`src/rtl/load_store_unit.sv`:
```
// Load/store unit: converts single-cycle core load/store requests into a
// valid/ready bus transaction, stalling the core until it completes or faults.
module load_store_unit #(
  parameter int unsigned TIMEOUT_CYCLES = 255
) (
  input  logic        clock,
  input  logic        reset,
  input  logic        mem_read,
  input  logic        mem_write,
  input  logic [2:0]  funct3,
  input  logic [31:0] address,
  input  logic [31:0] write_data,
  output logic [31:0] read_data,
  output logic        stall,
  output logic        fault,
  output logic [1:0]  fault_cause,
  output logic        bus_valid,
  output logic        bus_write,
  output logic [31:0] bus_address,
  output logic [31:0] bus_wdata,
  output logic [3:0]  bus_strobe,
  input  logic        bus_ready,
  input  logic [31:0] bus_rdata
);

  localparam int unsigned CNT_W = 16;

  typedef enum logic [1:0] {S_IDLE, S_REQUEST, S_DONE} state_t;

  state_t             r_state, w_next;
  logic [CNT_W-1:0]   r_count;
  logic [1:0]         r_addr_lo;
  logic [2:0]         r_funct3;
  logic               r_bus_write;
  logic [31:0]        r_bus_address;
  logic [31:0]        r_bus_wdata;
  logic [3:0]         r_bus_strobe;
  logic [31:0]        r_read_data;
  logic               r_fault;
  logic [1:0]         r_cause;

  logic               w_req, w_illegal, w_misaligned, w_start, w_timeout;
  logic [3:0]         w_strobe;
  logic [31:0]        w_wdata;
  logic [7:0]         w_byte;
  logic [15:0]        w_half;
  logic [31:0]        w_load;

  // Request decode; illegal encodings outrank misalignment
  always_comb begin
    w_req        = mem_read | mem_write;
    w_illegal    = (mem_read & mem_write)
                 | (mem_read  & !(funct3 inside {3'b000, 3'b001, 3'b010, 3'b100, 3'b101}))
                 | (mem_write & !(funct3 inside {3'b000, 3'b001, 3'b010}));
    w_misaligned = ((funct3[1:0] == 2'b01) & address[0])
                 | ((funct3[1:0] == 2'b10) & (address[1:0] != 2'b00));
    w_start      = (r_state == S_IDLE) & w_req & !w_illegal & !w_misaligned;
    w_timeout    = (r_count == CNT_W'(TIMEOUT_CYCLES - 1));
  end

  // Store lane strobes and replicated data
  always_comb begin
    w_strobe = 4'b1111;
    w_wdata  = write_data;
    case (funct3[1:0])
      2'b00: begin
        w_strobe = 4'b0001 << address[1:0];
        w_wdata  = {4{write_data[7:0]}};
      end
      2'b01: begin
        w_strobe = 4'b0011 << {address[1], 1'b0};
        w_wdata  = {2{write_data[15:0]}};
      end
      default: ;
    endcase
    if (!mem_write) w_strobe = 4'b0000;
  end

  // Load lane select and extension
  always_comb begin
    w_byte = bus_rdata[8*r_addr_lo +: 8];
    w_half = r_addr_lo[1] ? bus_rdata[31:16] : bus_rdata[15:0];
    case (r_funct3)
      3'b000:  w_load = {{24{w_byte[7]}}, w_byte};
      3'b001:  w_load = {{16{w_half[15]}}, w_half};
      3'b100:  w_load = {24'd0, w_byte};
      3'b101:  w_load = {16'd0, w_half};
      default: w_load = bus_rdata;
    endcase
  end

  always_ff @(posedge clock or posedge reset) begin
    if (reset) r_state <= S_IDLE;
    else       r_state <= w_next;
  end

  always_comb begin
    w_next = r_state;
    case (r_state)
      S_IDLE:    if (w_start) w_next = S_REQUEST;
      S_REQUEST: if (bus_ready || w_timeout) w_next = S_DONE;
      S_DONE:    w_next = S_IDLE;
      default:   w_next = S_IDLE;
    endcase
  end

  always_comb begin
    stall       = 1'b0;
    fault       = 1'b0;
    fault_cause = 2'b00;
    bus_valid   = 1'b0;
    read_data   = 32'd0;
    case (r_state)
      S_IDLE: begin
        if (w_req && (w_illegal || w_misaligned)) begin
          fault       = 1'b1;
          fault_cause = w_illegal ? 2'b10 : 2'b01;
        end
        stall = w_start;
      end
      S_REQUEST: begin
        stall     = 1'b1;
        bus_valid = 1'b1;
      end
      S_DONE: begin
        fault       = r_fault;
        fault_cause = r_cause;
        read_data   = r_read_data;
      end
      default: ;
    endcase
  end

  // Request latch, timeout counter and completion capture
  always_ff @(posedge clock or posedge reset) begin
    if (reset) begin
      r_count       <= '0;
      r_addr_lo     <= 2'b00;
      r_funct3      <= 3'b000;
      r_bus_write   <= 1'b0;
      r_bus_address <= 32'd0;
      r_bus_wdata   <= 32'd0;
      r_bus_strobe  <= 4'b0000;
      r_read_data   <= 32'd0;
      r_fault       <= 1'b0;
      r_cause       <= 2'b00;
    end else begin
      case (r_state)
        S_IDLE: begin
          if (w_start) begin
            r_count       <= '0;
            r_addr_lo     <= address[1:0];
            r_funct3      <= funct3;
            r_bus_write   <= mem_write;
            r_bus_address <= {address[31:2], 2'b00};
            r_bus_wdata   <= w_wdata;
            r_bus_strobe  <= w_strobe;
          end
        end
        S_REQUEST: begin
          r_count <= r_count + CNT_W'(1);
          if (bus_ready) begin
            r_read_data <= r_bus_write ? 32'd0 : w_load;
            r_fault     <= 1'b0;
            r_cause     <= 2'b00;
          end else if (w_timeout) begin
            r_read_data <= 32'd0;
            r_fault     <= 1'b1;
            r_cause     <= 2'b11;
          end
        end
        S_DONE:  r_count <= '0;
        default: ;
      endcase
    end
  end

  assign bus_write   = r_bus_write;
  assign bus_address = r_bus_address;
  assign bus_wdata   = r_bus_wdata;
  assign bus_strobe  = r_bus_strobe;

endmodule

```
`config.mk`:
```
export PLATFORM = sky130hd
export DESIGN_NAME = load_store_unit
export DESIGN_NICKNAME = d
export VERILOG_FILES = /design/src/rtl/load_store_unit.sv
export SDC_FILE = /design/constraint.sdc
export NUM_CORES = 1
export LEC_CHECK = 0
export BUFFER_PORTS_ARGS = -buffer_cell sky130_fd_sc_hd__buf_2
export CORE_ASPECT_RATIO = 1.75
export CORE_UTILIZATION = 55
export CTS_CLUSTER_SIZE = 28
export DETAILED_ROUTE_END_ITERATION = 10
export PLACE_DENSITY = 0.9
export SLEW_MARGIN = 20
export SYNTH_ARGS = -nofsm -noshare
export SYNTH_HDL_FRONTEND = slang
export SYNTH_SLANG_ARGS = --single-unit
export TNS_END_PERCENT = 10
```
`constraint.sdc`:
```
create_clock -name clock -period 6.3 [get_ports clock]
set_clock_uncertainty 0.05 [all_clocks]
set_input_delay 0.63 -clock clock [delete_from_list [all_inputs] [get_ports clock]]
set_output_delay 0.63 -clock clock [all_outputs]
set_load 0.02 [all_outputs]
```
==> impl_results.md, run 1 <==
- Hold/Removal Path Class: input pin to asynchronous set/reset pin
- Hold-fix buffers at CTS: 0
- Period utilisation layout: 0.536
- Drt initial violations: 463
- Syn Inst Count: 575
- Pwr dens: 426 mW/mm²
- Crit path arrival time: 2.70 ns
- Yosys cell types: 57
- Starting Density: 0.570
- Via count: 5556
- Synthesized flop and latch total: 123
- Drt total wl: 17.4 mm
- Compound-Gate Fraction of Synth Area: 0.124
- Slowest CP cell: dfrtp_1
- Worst slew pin tran: 0.995 ns
- # Post-CTS Setup Buffers: 0
- P_leak: 3.91 nW
- Core ar.: 0.0112 mm²
- Worst Path Required: 5.62 ns
- RSZ-0062 raised after global routing: no
- Initial antenna violation count: 0
- Post-Synth Adder-Cell Area: 0.00391
- Mapped cell area: 0.00640 mm²
- Core Rows: 51
- Synth warnings: 0
- Root Driver: clkbuf_16
- Critical path startpoint category: flop
- First-pass GRT wire length: 27.7 mm
- Drc violations: 0
- Final setup viols: 0
- Final worst setup slack: 2.92 ns
- Post-synth top flop: dfrtp_1
- Slew margin rel.: 0.334
- Die Ht: 145 µm
- Vias in the first global route: 5724
- Maximum VDD drop: 0.308 mV
- Outcome: finished clean
- Combinational family with the most area after synthesis: multiplexers
- CTS buffer count: 17
- Post-synthesis sequential area ratio: 0.481
- CP peak stage delay: 0.98 ns
- Clk sink count: 123
- Cts repair resizes: 0
- Clk Latency, worst-skew pair: 0.41 ns
- Layout cell share with drive strength beyond 1: 0.437
- First-pass DRT Iterations: 5
- Synth Area in Simple Gates: 0.160
- HPWL after detailed placement: 12.4 mm
- Clock Tree Buf Depth: 2
- Global route total overflow: 0
- Top Ports: 210
- N_diodes: 0
- Die width: 83.6 µm
- Pin count of the biggest net entering global routing: 64
- Vias per Instance: 6.15
- Avg Cell Area, Syn: 11.1 µm²
- Gr usage total: 0.291
- Max cap viols: 0
- Final Max Tran Viols: 0
- Hold Slack: 0.295 ns
- TritonCTS clock tree: yes
- Synth Area in XOR/XNOR: 0.00821
- IO buf count: 207
- Clock period minus final worst setup slack: 3.38 ns
- H-Tree Depth: 4
- Max frequency: 296 MHz
- Fin Setup TNS: 0 ns
- Dpl ws: 3.00 ns
- P&R area growth vs syn: 25.2%
- Mux share of post-synthesis cell area: 0.179
- Placer Congestion: 0.887
- Clk pin slew, worst setup/hold paths: 0.06 ns
- Critical Path, Cell by Cell: inv_1 > and3_1 > buf_2
- Async SR Flop Fraction: 1.00
- Final hold viol count: 0
- Die Area: 0.0121 mm²
- Layout Nets: 865
- Crit path capture type: output pin
- Final Util: 0.714
- WL per Instance: 19.2 µm
- EDFF count, synth: 0
- Critical path type: flop to output pin
- Crit path max fanout: 38
- ANT nets after route: 0
## report_power, final
part | internal [mW] | total (mW) | leakage [nW] | switching [mW]
Sequential | 1.09 | 1.33 | 1.53 | 0.238
Combinational | 0.498 | 1.12 | 2.09 | 0.623
Clock | 0.570 | 0.968 | 0.288 | 0.399
## per-layer routing
layer | global-route usage | vias up | part of all wire
li1 | - | 2485 | -
met1 | 0.320 | 2679 | 0.35
met2 | 0.513 | 324 | 0.53
met3 | 0.0720 | 68 | 0.076
met4 | 0.161 | 0 | 0.045
met5 | 0 | - | 0
## critical path: cells and delay by family, from the launching register on
family	cells	cell delay, ns
buffers and inverters	2	0.90
and+or+nand+nor	1	0.38
DFF	1	0.98
## Yosys cell counts, types with 13 or more instances
cell | instances | area share
nand2b_1 | 13 | 0.013
nand3_1 | 14 | 0.011
nand2_1 | 19 | 0.011
and3_1 | 32 | 0.031
nor2b_1 | 29 | 0.028
mux2_2 | 76 | 0.13
mux2i_1 | 14 | 0.022
clkbuf_1 | 27 | 0.016
dfrtp_1 | 123 | 0.48
a21oi_1 | 17 | 0.013
o21ai_0 | 34 | 0.027
o2bb2ai_1 | 23 | 0.031
a32o_1 | 14 | 0.022
## state kept, by name, indices dropped and copies added, names as in the netlist
name         cells
r_read_data     32
r_funct3         3
r_cause          1
r_addr_lo        2
r_state          2
bus_write        1
bus_wdata       32
r_count         16
bus_address     30
bus_strobe       4
## layout by cell type (no fill, tap or decap), drive strengths merged, types with 2 or more instances in the layout
cell type  netlist  layout
dfrtp          123     123
mux2i           14      14
nor3             6       6
o221ai           2       2
mux2            86      86
o2bb2ai         23      23
or4              6       6
nand3b           9       9
clkbuf          28      18
o2111ai          2       2
o311ai           2       2
a32o            14      14
buf             20     212
o211ai           3       3
clkinv           1       3
o22ai            2       2
o21ai           35      35
nand4            6       6
and2             8       8
nand2           19      19
ha               2       2
nor4             4       4
o31ai            3       3
or3             10      10
nand2b          13      13
and3            32      32
nor2b           29      29
xnor2            5       5
a21oi           17      17
nand3           14      14
inv             12      22
nor2             8       8
conb             1       2
## path summary, 6_finish.rpt
check,from,endpoint,slack (ns),depth (start not counted)
worst max-delay path,r_state[0]$_DFFE_PP0P_,read_data[10],2.92,3
worst min-delay path,reset,bus_address[4]$_DFFE_PP0P_,0.30,2
worst max register to register,r_state[0]$_DFFE_PP0P_,r_read_data[17]$_DFFE_PP0P_,3.17,4
worst min register to register,r_read_data[22]$_DFFE_PP0P_,r_read_data[22]$_DFFE_PP0P_,0.43,1
max in group asynchronous,reset,bus_strobe[3]$_DFFE_PP0P_,4.62,3
min in group clock,address[17],bus_address[17]$_DFFE_PP0P_,0.39,2
## stage by stage
step	instance area, µm²	power [mW]	cells
final	8020	3.41	904
after global routing	8020	3.58	904
after CTS	8020	3.43	904
after detailed placement	7430	2.44	872
after global placement	7430	2.39	872
after floorplan	6410	2.05	576
## cell families after synthesis
family / after synthesis
buffers and inverters: 61
AO/OA/AOI/OAI: 112
flip-flops: 123
multiplexers: 100
AND/OR/NAND/NOR: 170
other: 1
XOR/XNOR: 6
adder cells (fa/ha/maj): 2
## cell type report
cell class	count	area, µm²
fillers	739	3210
clock buffers	18	439
flip-flops and latches	123	3080
inverters	13	51.3
well taps	132	165
clock inverters	14	148
repair buffers	212	1070
multi-input cells	392	3060
Power figures use the tool's default switching activity.
==> run 2: changes to the inputs <==
- CORE_UTILIZATION: 55 -> 46
- PLACE_DENSITY: 0.9 -> 0.81
- clock period: 6.3 -> 2.9 ns (I/O delays scaled with it)
==> run 2 against run 1 <==
  * The flow now finishes with violations (negative hold slack)
  * Via count decreased by 2.9%
  * Largest cell class unchanged
  * Global-route usage is 5.7 points lower
  * Clock power rose by 110%
  * Combinational power is 120% higher
  * Die area increased by 19%
  * Sequential cell count is the same
  * Hold slack worse by 0.30 ns
==> impl_results.md, run 2 (same netlist as run 1, synthesis figures left out) <==
- Outcome: finished, violations left
- Failing checks: negative hold slack
- Critical path startpoint category: flop
- Pin count of the biggest net entering global routing: 61
- Multi-input gate area: 0.00306 mm²
- CTS buffer count: 17
- Die width: 91.2 µm
- Slew margin rel.: 0.400
- Top Ports: 210
- Clk sink count: 123
- Dpl ws: 0.685 ns
- Layout cell share with drive strength beyond 1: 0.444
- Hold-fix buffers at CTS: 0
- Drt total wl: 16.7 mm
- Drt initial violations: 376
- Source of the worst register-to-register timing path: r_state[1]$_DFFE_PP0P_
- P_leak: 3.96 nW
- Worst slew pin tran: 0.898 ns
- Hold/Removal Path Class: input pin to asynchronous set/reset pin
- Layout Nets: 877
- Clk pin slew, worst setup/hold paths: 0.06 ns
- Placer Congestion: 0.890
- CP peak stage delay: 0.83 ns
- Commonest non-fill, non-tap cell in the layout: buf_2
- Slowest CP cell: dfrtp_1
- Crit path max fanout: 21
- First-pass GRT wire length: 26.4 mm
- Core Rows: 56
- Comb pwr share: 0.340
- TritonCTS clock tree: yes
- Critical Path, Cell by Cell: clkinv_1 > nor3_1 > buf_2
- P_sw: 2.70 mW
- P_int: 4.68 mW
- Maximum VDD drop: 0.519 mV
- RSZ-0062 raised after global routing: no
- P&R area growth vs syn: 27.8%
- WL per Instance: 17.4 µm
- Clock period minus final worst setup slack: 2.59 ns
- Cts repair resizes: 0
- Critical path type: flop to output pin
- Core ar.: 0.0135 mm²
- Crit path arrival time: 2.25 ns
- Final Max Tran Viols: 0
- Switching Share: 0.365
- HPWL after detailed placement: 11.8 mm
- Worst Reg-to-Reg Cells: 4
- Period utilisation layout: 0.892
- Starting Density: 0.473
- Final setup viols: 0
- Final worst setup slack: 0.314 ns
- First-pass DRT Iterations: 6
- Clk Latency, worst-skew pair: 0.42 ns
- Initial antenna violation count: 1
- Fin Setup TNS: 0 ns
- Vias per Instance: 5.63
- IO buf count: 207
- Clock Tree Buf Depth: 2
- Worst Path Buf+Inv: 2
- Die Area: 0.0144 mm²
- Sequential power share: 0.381
- Via count: 5395
- Crit path capture type: output pin
- Hold Slack: -0.00275 ns
- Vias in the first global route: 5359
- CP delay by family, top: flip-flops
- Reg-to-reg critical path endpoint: r_count[15]$_DFFE_PP0P_
- H-Tree Depth: 4
- Max frequency: 387 MHz
- Filler Cell Count: 1130
- Worst Path Required: 2.56 ns
- Max cap viols: 0
- Most frequent cells in the layout: 207 x buf_2, 123 x dfrtp_1, 76 x mux2_2
- Flop-to-flop setup slack: 0.65 ns
- # Post-CTS Setup Buffers: 0
- Drc violations: 0
- Die Ht: 158 µm
- Global route total overflow: 0
- Final Util: 0.605
- Gr usage total: 0.234
- Clock network fraction of design power: 0.279
- Final hold viol count: 2
- ANT nets after route: 0
- Pwr dens: 902 mW/mm²
- Register area: 0.00308 mm²
- Root Driver: clkbuf_16
-- run 2: power by group through the flow --
stage | registers (mW) | clock network, mW | logic, mW
2_1_floorplan | 3.17 | 0 | 1.28
3_3_place_gp | 2.81 | 0 | 2.47
3_5_place_dp | 2.82 | 0 | 2.52
4_1_cts | 2.80 | 2.08 | 2.53
5_1_grt | 2.89 | 2.16 | 2.70
6_report | 2.81 | 2.06 | 2.51
-- run 2: how the worst max path moves through the flow --
stage                           start                     endpoint  cells past startpoint
2_1_floorplan  r_count[8]$_DFFE_PP0P_  r_read_data[10]$_DFFE_PP0P_                      5
3_3_place_gp                mem_write                        stall                      6
3_5_place_dp                mem_write                        stall                      6
4_1_cts        r_state[1]$_DFFE_PP0P_                 read_data[7]                      3
5_1_grt        r_state[1]$_DFFE_PP0P_                 read_data[7]                      3
6_report       r_state[1]$_DFFE_PP0P_                 read_data[7]                      3
-- run 2: routing by layer --
metal	routed length [µm]	GRT usage	vias to the layer above
li1	-	-	2499
met1	6480	0.271	2612
met2	8730	0.413	246
met3	1000	0.0538	38
met4	453	0.0983	0
met5	0	0	-
-- run 2: cell type report --
cell class,instances,area share
Antenna cell,1,0.000306
Clock buffer,18,0.0525
Clock inverter,14,0.0167
Inverter,13,0.00642
Multi-Input combinational cell,392,0.374
Sequential cell,123,0.376
Tap cell,174,0.0266
Timing Repair Buffer,224,0.147
-- run 2: worst reg2reg max path, cell delays in order (launching register included) --
cell	delay, ns
dfrtp_1	0.65
nand4b_1	0.37
or4_1	0.61
or3_1	0.37
o31ai_1	0.08
-- run 2: stage by stage --
step | hold WS (ns) | area [µm²] | total power [mW] | cells
floorplan | 0.326 | 6410 | 4.46 | 576
global placement | 0.413 | 7610 | 5.28 | 926
detailed placement | 0.417 | 7610 | 5.34 | 926
CTS | 0.0276 | 8180 | 7.42 | 958
global route | 0.0472 | 8180 | 7.75 | 959
finish | -0.00275 | 8180 | 7.38 | 959
==> run 3: changes to the inputs <==
- BUFFER_PORTS_ARGS: -buffer_cell sky130_fd_sc_hd__buf_2 -> -buffer_cell sky130_fd_sc_hd__clkbuf_2
==> run 3 against run 2 <==
  * Cell area down 0.23%
  * The flow now finishes without violations
  * Worst setup slack better by 0.028 ns
  * First-iteration DRC count decreased by 13%
  * Clock power shrank 5%
  * Sequential power hardly changed
==> impl_results.md, run 3 (same netlist as run 1, synthesis figures left out) <==
- Global route total overflow: 0
- Post-Place Cells: 927
- Slew margin rel.: 0.487
- Period utilisation layout: 0.882
- Die Ht: 158 µm
- Fin Setup TNS: 0 ns
- Core Rows: 56
- Clk Latency, worst-skew pair: 0.41 ns
- Final Max Tran Viols: 0
- Source of the worst register-to-register timing path: r_state[1]$_DFFE_PP0P_
- Outcome: finished clean
- Placer Congestion: 0.865
- Top Ports: 210
- N_diodes: 0
- IO buf count: 207
- Worst Setup SP: r_state[1]$_DFFE_PP0P_
- Layout Nets: 879
- Die Area: 0.0144 mm²
- HP Start: address[14]
- Filler Cell Count: 1127
- Crit path max fanout: 20
- Max frequency: 391 MHz
- H-Tree Depth: 4
- Non-Filler Instances: 960
- First-pass DRT Iterations: 6
- Max cap viols: 0
- Final Util: 0.603
- First-pass GRT wire length: 26.5 mm
- Worst slew pin tran: 0.768 ns
- Crit path arrival time: 2.22 ns
- Drt initial violations: 326
- Pin count of the biggest net entering global routing: 65
- Clock period minus final worst setup slack: 2.56 ns
- HPWL after detailed placement: 12.1 mm
- Vias per Instance: 5.64
- Critical path startpoint category: flop
- Core ar.: 0.0135 mm²
- Commonest non-fill, non-tap cell in the layout: clkbuf_2
- ANT nets after route: 0
- P_leak: 3.96 nW
- Worst Path Required: 2.56 ns
- Gr usage total: 0.236
- Drt total wl: 16.7 mm
- Final hold viol count: 0
- TritonCTS clock tree: yes
- Clk pin slew, worst setup/hold paths: 0.06 ns
- Layout cell share with drive strength beyond 1: 0.444
- Hold/Removal Path Class: input pin to flop
- Pwr dens: 894 mW/mm²
- RSZ-0062 raised after global routing: no
- Root Driver: clkbuf_16
- Starting Density: 0.473
- Final setup viols: 0
- Die width: 91.2 µm
- Via count: 5417
- Most frequent cells in the layout: 207 x clkbuf_2, 123 x dfrtp_1, 76 x mux2_2
- Drc violations: 0
- Crit path capture type: output pin
- Initial antenna violation count: 0
- CTS buffer count: 17
- Clock Tree Buf Depth: 2
- P&R area growth vs syn: 27.5%
- Critical path type: flop to output pin
- Maximum VDD drop: 0.612 mV
- Vias in the first global route: 5374
- Cts repair resizes: 0
- WL per Instance: 17.4 µm
- Clk sink count: 123
-- run 3: changes by cell type in the layout (fill, tap and decap cells not counted), moves of 2 or more --
| cell | delta |
|---|---|
| buf_4 | +2 |
| inv_6 | -2 |
| clkinv_4 | +2 |
| clkbuf_2 | +207 |
| buf_2 | -207 |
-- run 3: layer usage --
metal,GRT usage,wire [µm]
met5,0,0
met4,0.112,492
met3,0.0581,1010
met2,0.413,8810
met1,0.270,6400
-- run 3: path summary, 6_finish.rpt --
check	endpoint	slack, ns	depth (start not counted)
min in group asynchronous	bus_address[25]$_DFFE_PP0P_	0.50	3
worst min register to register	r_read_data[28]$_DFFE_PP0P_	0.43	1
worst max-delay path	read_data[7]	0.34	3
max in group asynchronous	r_read_data[1]$_DFFE_PP0P_	1.49	4
worst min-delay path	bus_address[14]$_DFFE_PP0P_	0.05	2
worst max register to register	r_count[15]$_DFFE_PP0P_	0.70	4
-- run 3: metrics by stage --
| step | power [mW] | area, µm² | hold WS [ns] | setup WS [ns] |
|---|---|---|---|---|
| finish | 7.29 | 8160 | 0.0508 | 0.342 |
| global route | 7.67 | 8160 | 0.0471 | 0.216 |
| CTS | 7.35 | 8160 | 0.0356 | 0.381 |
| detailed placement | 5.37 | 7610 | 0.406 | 0.651 |
| global placement | 5.30 | 7610 | 0.396 | 0.676 |
| floorplan | 4.46 | 6410 | 0.326 | 0.921 |
-- run 3: timing repair --
action	in CTS	in global routing
endpoints found under the setup margin	0	0
hold buffers	1	0
hold endpoints to repair	33	0
setup buffers	0	0
-- run 3: area by class of cell --
type,count,area [µm²],area share
clock inverters,14,115,0.0141
clock buffers,18,429,0.0526
flip-flops and latches,123,3080,0.377
well taps,174,218,0.0267
repair buffers,226,1210,0.148
multi-input cells,392,3060,0.375
inverters,13,52.6,0.00644
-- run 3: where the power goes --
part	leakage [nW]	internal (mW)	switching, mW
clock network	0.264	1.11	0.851
registers	1.53	2.36	0.437
logic	2.16	1.11	1.42
-- run 3: critical path, cell delays in order, from the launching register on --
cell and delay, ns:
dfrtp_1 0.79, clkinv_1 0.49, nor3_1 0.30, clkbuf_2 0.23
